## config.mk

```make
export PLATFORM = sky130hd
export DESIGN_NAME = fifo_param
export DESIGN_NICKNAME = d
export VERILOG_FILES = /design/src/rtl/fifo_param.sv
export SDC_FILE = /design/constraint.sdc
export NUM_CORES = 1
export LEC_CHECK = 0
export BUFFER_PORTS_ARGS = -buffer_cell sky130_fd_sc_hd__buf_2
export CORE_MARGIN = 2
export CORE_UTILIZATION = 58
export DETAILED_ROUTE_END_ITERATION = 8
export PLACE_DENSITY_LB_ADDON = 0.1
export SYNTH_ARGS = -nofsm -noshare
export SYNTH_HDL_FRONTEND = slang
export SYNTH_SLANG_ARGS = --single-unit
export TNS_END_PERCENT = 100
```

## constraint.sdc

```tcl
create_clock -name clk -period 6.75 [get_ports clk]
set_input_delay 0.675 -clock clk [delete_from_list [all_inputs] [get_ports clk]]
set_output_delay 0.675 -clock clk [all_outputs]
set_load 0.03 [all_outputs]
```

## src/rtl/fifo_param.sv

```systemverilog
`default_nettype none
// ============================================================================
// Module      : fifo_param
// Description : Parameterised single-clock show-ahead FIFO. It supports any
//               data width, any depth of 2 or more (including
//               non-power-of-two), programmable almost-full and almost-empty
//               thresholds, and a selectable write-while-full policy
//               (overwrite the oldest entry, or drop the write).
//               rdata always presents the oldest stored entry.
//               Optional macro FIFO_ERR_FLAGS_EN builds sticky
//               overflow/underflow flags that are cleared by err_clr.
// Ports       : clk, rst (sync, active-high)
//               wen/wdata  - write request and data
//               ren        - pop the entry shown on rdata
//               rdata      - oldest entry (combinational read)
//               count      - number of stored entries, 0..DEPTH
//               full/empty/almost_full/almost_empty - status from count
//               err_clr    - clear sticky error flags
//               overflow/underflow - sticky error flags
// Revision    : 1.0 - initial release
// ============================================================================
module fifo_param #(
    parameter int WIDTH         = 8,
    parameter int DEPTH         = 16,
    parameter int AFULL_THRESH  = DEPTH - 2,
    parameter int AEMPTY_THRESH = 2,
    parameter bit OVERWRITE     = 1'b1
) (
    input  logic                          clk,
    input  logic                          rst,
    input  logic                          wen,
    input  logic [WIDTH-1:0]              wdata,
    input  logic                          ren,
    output logic [WIDTH-1:0]              rdata,
    output logic [$clog2(DEPTH+1)-1:0]    count,
    output logic                          full,
    output logic                          empty,
    output logic                          almost_full,
    output logic                          almost_empty,
    input  logic                          err_clr,
    output logic                          overflow,
    output logic                          underflow
);

    localparam int AW = ($clog2(DEPTH) > 1) ? $clog2(DEPTH) : 1;
    localparam int CW = $clog2(DEPTH + 1);

    localparam logic [AW-1:0] c_PTR_LAST = AW'(DEPTH - 1);
    localparam logic [CW-1:0] c_DEPTH    = CW'(DEPTH);
    localparam logic [CW-1:0] c_AFULL    = CW'(AFULL_THRESH);
    localparam logic [CW-1:0] c_AEMPTY   = CW'(AEMPTY_THRESH);

    logic [WIDTH-1:0] r_mem [DEPTH];
    logic [AW-1:0]    r_waddr;
    logic [AW-1:0]    r_raddr;
    logic [CW-1:0]    r_count;

    logic w_full;
    logic w_empty;
    logic w_we;
    logic w_re;

    // Pointers wrap explicitly at DEPTH-1 so non-power-of-two depths never
    // address past the end of the array.
    function automatic logic [AW-1:0] f_ptr_inc(input logic [AW-1:0] p);
        return (p == c_PTR_LAST) ? '0 : p + AW'(1);
    endfunction

    assign w_full  = (r_count == c_DEPTH);
    assign w_empty = (r_count == '0);

    // A write while full is accepted when a pop frees a slot in the same
    // cycle, or when the overwrite policy lets it displace the oldest entry.
    assign w_we = wen && (!w_full || ren || OVERWRITE);
    assign w_re = ren && !w_empty;

    always_ff @(posedge clk) begin
        if (rst) begin
            r_waddr <= '0;
            r_raddr <= '0;
            r_count <= '0;
        end else begin
            if (w_we) begin
                r_waddr <= f_ptr_inc(r_waddr);
            end
            // An overwrite while full also retires the oldest entry.
            if (w_re || (w_we && w_full)) begin
                r_raddr <= f_ptr_inc(r_raddr);
            end
            if (w_we && !w_re && !w_full) begin
                r_count <= r_count + CW'(1);
            end else if (w_re && !w_we) begin
                r_count <= r_count - CW'(1);
            end
        end
    end

    // Storage has no reset; contents are only meaningful while count > 0.
    always_ff @(posedge clk) begin
        if (w_we) begin
            r_mem[r_waddr] <= wdata;
        end
    end

    assign rdata        = r_mem[r_raddr];
    assign count        = r_count;
    assign full         = w_full;
    assign empty        = w_empty;
    assign almost_full  = (r_count >= c_AFULL);
    assign almost_empty = (r_count <= c_AEMPTY);

`ifdef FIFO_ERR_FLAGS_EN
    logic r_overflow;
    logic r_underflow;

    // err_clr wins over a set arriving on the same edge.
    always_ff @(posedge clk) begin
        if (rst || err_clr) begin
            r_overflow  <= 1'b0;
            r_underflow <= 1'b0;
        end else begin
            if (wen && w_full && !ren) begin
                r_overflow <= 1'b1;
            end
            if (ren && w_empty) begin
                r_underflow <= 1'b1;
            end
        end
    end

    assign overflow  = r_overflow;
    assign underflow = r_underflow;
`else
    logic w_unused_err_clr;
    assign w_unused_err_clr = err_clr;
    assign overflow         = 1'b0;
    assign underflow        = 1'b0;
`endif

`ifdef FORMAL
    int w_ptr_diff;
    assign w_ptr_diff = (int'(r_waddr) - int'(r_raddr) + DEPTH) % DEPTH;

    always_comb begin
        if (!rst) begin
            assert (!(w_full && w_empty));
            assert (r_count <= c_DEPTH);
            assert ((int'(r_count) == w_ptr_diff) ||
                    ((w_ptr_diff == 0) && (r_count == c_DEPTH)));
        end
    end

    assert property (@(posedge clk) disable iff (rst)
        (r_count == $past(r_count)) ||
        (r_count == $past(r_count) + CW'(1)) ||
        (r_count + CW'(1) == $past(r_count)));
`endif

endmodule
`default_nettype wire

```

# After elaboration in Yosys (flattened, before gate mapping)
# Memories as Yosys holds them, arrays and structs flattened. A register that Yosys moved wholly into a read port is not among the register bits.
# Index checks and enable logic that the tools add are counted.
# totals
register_bits	13
latchBits	0
ramBits	128
mem_bits_ro	0
input_bits	13
output_inout_bits	19
n_memories	1
# mem_list
memory	words	width	read_ports	rd_clocked_by_memory_dff	wr	line_no	rtl
r_mem	16	8	1	1	1	53	logic [WIDTH-1:0] r_mem [DEPTH];
# classes
add_sub_neg	4
n_mul	0
n_div	0
order_cmp	2
n_eq_ne	3
shifts	0
n_mux	8
bitwise	0
n_reduce_logical	12
# ops
cell	count
$mux 4	4
$mux 5	2
$add 4x1->4 const B	2
$eq 4x4->1 const B	2
$add 5x1->5 const B	1
$eq 5x5->1 const B	1
$ge 5x4->1 const B	1
$le 5x2->1 const B	1
$logic_and 1x1->1	5
$logic_not 5->1	1
$sub 5x1->5 const B	1
$logic_not 1->1	4
$mux 1	2
$reduce_bool 2->1	1
$logic_or 1x1->1	1

# Depth between registers and ports, before layout
# logic_depth
depth_word	7
depth_mapped	8
depth_no_buf	8

# Worst setup path before layout
# OpenSTA, ideal clock, no wires.
# synth_path
path_kind	flip-flop to output port
from	register r_count[0], in the netlist count[0]
to	output port almost_empty
arrival_ns	2.132
t_required_ns	6.075
path_slack_ns	3.943
path_stages_with_launch	2
n_path_buf	0
path_cell_list	dfxtp_1 -> a2111oi_0
# synth_via
elab_chain_cells	1
# synth_rtl
element	line_no	rtl
start, declared	56	logic [CW-1:0] r_count;
start signal, assigned	91	r_count <= r_count + CW'(1);
start signal, assigned	93	r_count <= r_count - CW'(1);
$le 5x2->1	110	assign almost_empty = (r_count <= c_AEMPTY);
end, declared	39	output logic almost_empty,
# Every way passes these cells.

==> summary.md <==
The detailed placer's ending HPWL is 7030 um, and the fmax is 302 MHz. The run gives 18,000 um as the first-pass GRT wire length. The flow ran to the end, and the final reports show no timing, DRC or antenna violations. The portion of synthesized cell area occupied by the leading cell type works out to 65.5%.

In the post-route analysis, the smallest setup slack over all paths is 3440 ps. The floorplan has 36 rows. Buffers added to address setup during post-CTS repair amount to 0.

The number of gates resized after CTS was 0. For the post-synthesis cell count, the log shows 323. The launch point of the worst hold path was rst.

Dividing the detail-routed wire length by the instance count gives 22.7 um. STA classifies the critical path startpoint as a flop. For the reg-to-reg setup timing slack, the log shows 4020 ps. Setup repair after global routing left no endpoint under its margin.

The tools report the count of TritonRoute iterations in the first routing pass as 4. For this design, the CTS-stage hold fixing added 0 buffers. Global routing used 22.9% of the available tracks across all layers.

The run gives 3,042 as the via total after detailed routing. Kind of critical path: flop to primary output. Counting flops with a built-in enable in the synthesized netlist gives 128. The tools report the CTS sink count as 145. The count of pins over their slew limit was 0; the tightest slew margin relative to the limit was 49.0%. For this run, the post-layout net count is 381. After detailed routing, the number of remaining DRC violations is 0. Summed over all failing endpoints, the final setup total negative slack is 0 ps.

Setup violations remaining at the end of the flow were counted as 0. Aggregate global routing overflow: 0. Summed over all instances, the cell type with the most area after synthesis is sky130_fd_sc_hd__edfxtp_1.

The number of global-route vias before repair is 3,251. Compared with the post-synthesis result, the final layout area differs by 15.3%. The Yosys step of the flow raised 0 warnings. The most used flip-flop cell after synthesis is sky130_fd_sc_hd__edfxtp_1.

The post-synthesis cell type count was 45. The post-synthesis instance area came out at 5870 sq um. The number of antenna diodes in the final layout is 0.

The run gives 71.3% as the sequential-to-total area share from yosys stat. The final RePlAce weighted congestion came out at 0.777. For the worst setup path, the data required time is 6070 ps. The worst voltage drop across the vdd grid came out at 0.317 mV.

The worst hold path passes through 2 cells. The top-level I/O count is 32, and the mean instance size in the synthesized netlist is 18.2 sq um. The final critical path takes up 49.0% of the cycle. The initial utilization of the core area, before any placement, comes to 59.8%. The area of the die was 10,900 sq um. Max-capacitance violation count: 0. TritonCTS built the clock tree. The startpoint of the worst register-to-register path was count[1]$_SDFFE_PP0P_. Prior to clock tree synthesis, the placed netlist has a worst setup slack of 3980 ps. Sorting the synthesized cells by area gives the leading types as sky130_fd_sc_hd__edfxtp_1 65%, sky130_fd_sc_hd__mux4_2 12%, sky130_fd_sc_hd__dfxtp_1 5.8%, sky130_fd_sc_hd__a22oi_1 2.0%, sky130_fd_sc_hd__and2_1 1.9%. The initial antenna violation count was 0. The worst reg2reg path depth came out at 8. The via count normalized by instance count is 6.02. Entering global routing, the biggest net connects 33 pins.

In this run the clock root is driven by a sky130_fd_sc_hd__clkbuf_8. At the worst endpoint, the arrival time is 2630 ps. Maximum root-to-sink buffer count: 2. By count the netlist is led by 128 x sky130_fd_sc_hd__edfxtp_1, 32 x sky130_fd_sc_hd__mux4_2, 18 x sky130_fd_sc_hd__and2_1. The analysis attributes to cell leakage a power of 2.29 nW. Clock tree synthesis inserted a total of 17 buffers. In this run the horizontal extent of the chip is 105 um.

The share of async-settable or async-resettable flops after synthesis came out at 0%. Between clock sinks in the finished design, the worst skew comes to 7.00 ps. Among all cell types in the netlist, the one instantiated most often is sky130_fd_sc_hd__edfxtp_1.

Dividing total power by cell area gives a power density of 405 nW/um^2. For the pin with the worst max-slew slack, the measured transition is 763 ps. Clock latency on the worst-skew pair, taken at its later pin, is 510 ps.

The clock-pin transition on the worst setup and hold timing paths was 60 ps. The worst hold slack was 514 ps. The share of final-layout standard cells stronger than drive strength 1 is 26.9%. The worst setup path is captured at a primary output. After floorplanning, the core was sized to cover 9820 sq um. The tightest min-delay check is of the input pin to flop type. The number of violations reported at the end of detailed-routing iteration 0 is 198, and the shortest clock period the worst path allows after layout is 3310 ps. The number of nets still failing antenna checks after routing was 0; the flip-flop and latch count after synthesis was 145.

The number of hold violations in the final report was 0. H-tree depth reported by CTS: 4. During placement, the flow inserted port buffers numbering 28. The total detailed-routing wirelength was 11,500 um; the die boundary height was 105 um. Of all nets on the critical path, the largest fanout is 32.
==> power by group <==
group	internal, W	switching [W]	total, W	leakage (nW)
clock	0.000654	0.000335	0.000989	0.305
combinational	0.000292	0.000405	0.000696	0.684
sequential	0.00101	0.0000430	0.00106	1.30
total	0.00196	0.000783	0.00274	2.29
==> layer usage <==
layer  GRT usage (%)  vias up  share of wire [%]
met3            5.36       12                6.3
met5               0        -                  0
li1                -     1373                  -
met4            8.86        0                1.3
met2            38.8       96                 52
met1            29.0     1561                 40
==> kinds of logic (layout without fill, tap and decap cells) <==
group                    count (synthesis)  after routing  share of synthesized area (%)
AND/OR/NAND/NOR                         64             64                           6.48
AO/OA/AOI/OAI                           47             47                           5.54
multiplexers                            34             34                           12.7
adder cells (fa/ha/maj)                  9              9                           2.05
flip-flops                             145            145                           71.3
buffers and inverters                   20             68                           1.47
XOR/XNOR                                 3              3                          0.448
other                                    1              2                         0.0639
==> worst max-delay path, cell delays in order (launching register included) <==
cell and delay (ps):
sky130_fd_sc_hd__dfxtp_2 310, sky130_fd_sc_hd__buf_4 510, sky130_fd_sc_hd__mux4_2 600, sky130_fd_sc_hd__a22oi_1 390, sky130_fd_sc_hd__nand2_1 90, sky130_fd_sc_hd__buf_2 190
==> state kept, by name (all words and copies together) (netlist names), named ones only <==
register,flops
count,5
r_mem,128
r_raddr,4
r_waddr,4
==> cell type report <==
type / count / area, sq um
Tap cell: 133 / 166
Multi-Input combinational cell: 159 / 1610
Inverter: 6 / 22.5
Timing Repair Buffer: 30 / 155
Clock buffer: 21 / 449
Fill cell: 675 / 3050
Clock inverter: 11 / 184
Sequential cell: 145 / 4190
==> placed cells by master, fill, tap and decap left out, types with 3 or more instances in the layout <==
cell type,n
sky130_fd_sc_hd__buf_2,28
sky130_fd_sc_hd__clkbuf_16,16
sky130_fd_sc_hd__a21oi_1,11
sky130_fd_sc_hd__clkbuf_8,3
sky130_fd_sc_hd__o21ai_0,6
sky130_fd_sc_hd__bufinv_16,5
sky130_fd_sc_hd__nor3_1,4
sky130_fd_sc_hd__edfxtp_1,128
sky130_fd_sc_hd__a22oi_1,16
sky130_fd_sc_hd__clkinv_2,3
sky130_fd_sc_hd__dfxtp_1,16
sky130_fd_sc_hd__ha_1,8
sky130_fd_sc_hd__nor2_1,4
sky130_fd_sc_hd__nand3_1,6
sky130_fd_sc_hd__and2_1,18
sky130_fd_sc_hd__nor2b_1,7
sky130_fd_sc_hd__inv_1,6
sky130_fd_sc_hd__mux4_2,32
sky130_fd_sc_hd__nand2_1,12
==> per-stage QoR <==
stage                     std cells  area, sq um  util, %  power, W
after floorplan                 324         5880        -   0.00161
after global placement          473         6130     62.5   0.00176
after detailed placement        473         6130     62.5   0.00178
after CTS                       505         6770     68.9   0.00276
after global routing            505         6770     68.9   0.00286
final                           505         6770     68.9   0.00274
==> worst paths after layout <==
path / endpoint
min reg2reg: flop
min: r_waddr[2]$_SDFFE_PP0P_
max reg2reg: count[4]$_SDFFE_PP0P_
max: rdata[3]
Note: power is estimated with default switching activity, not from simulation.
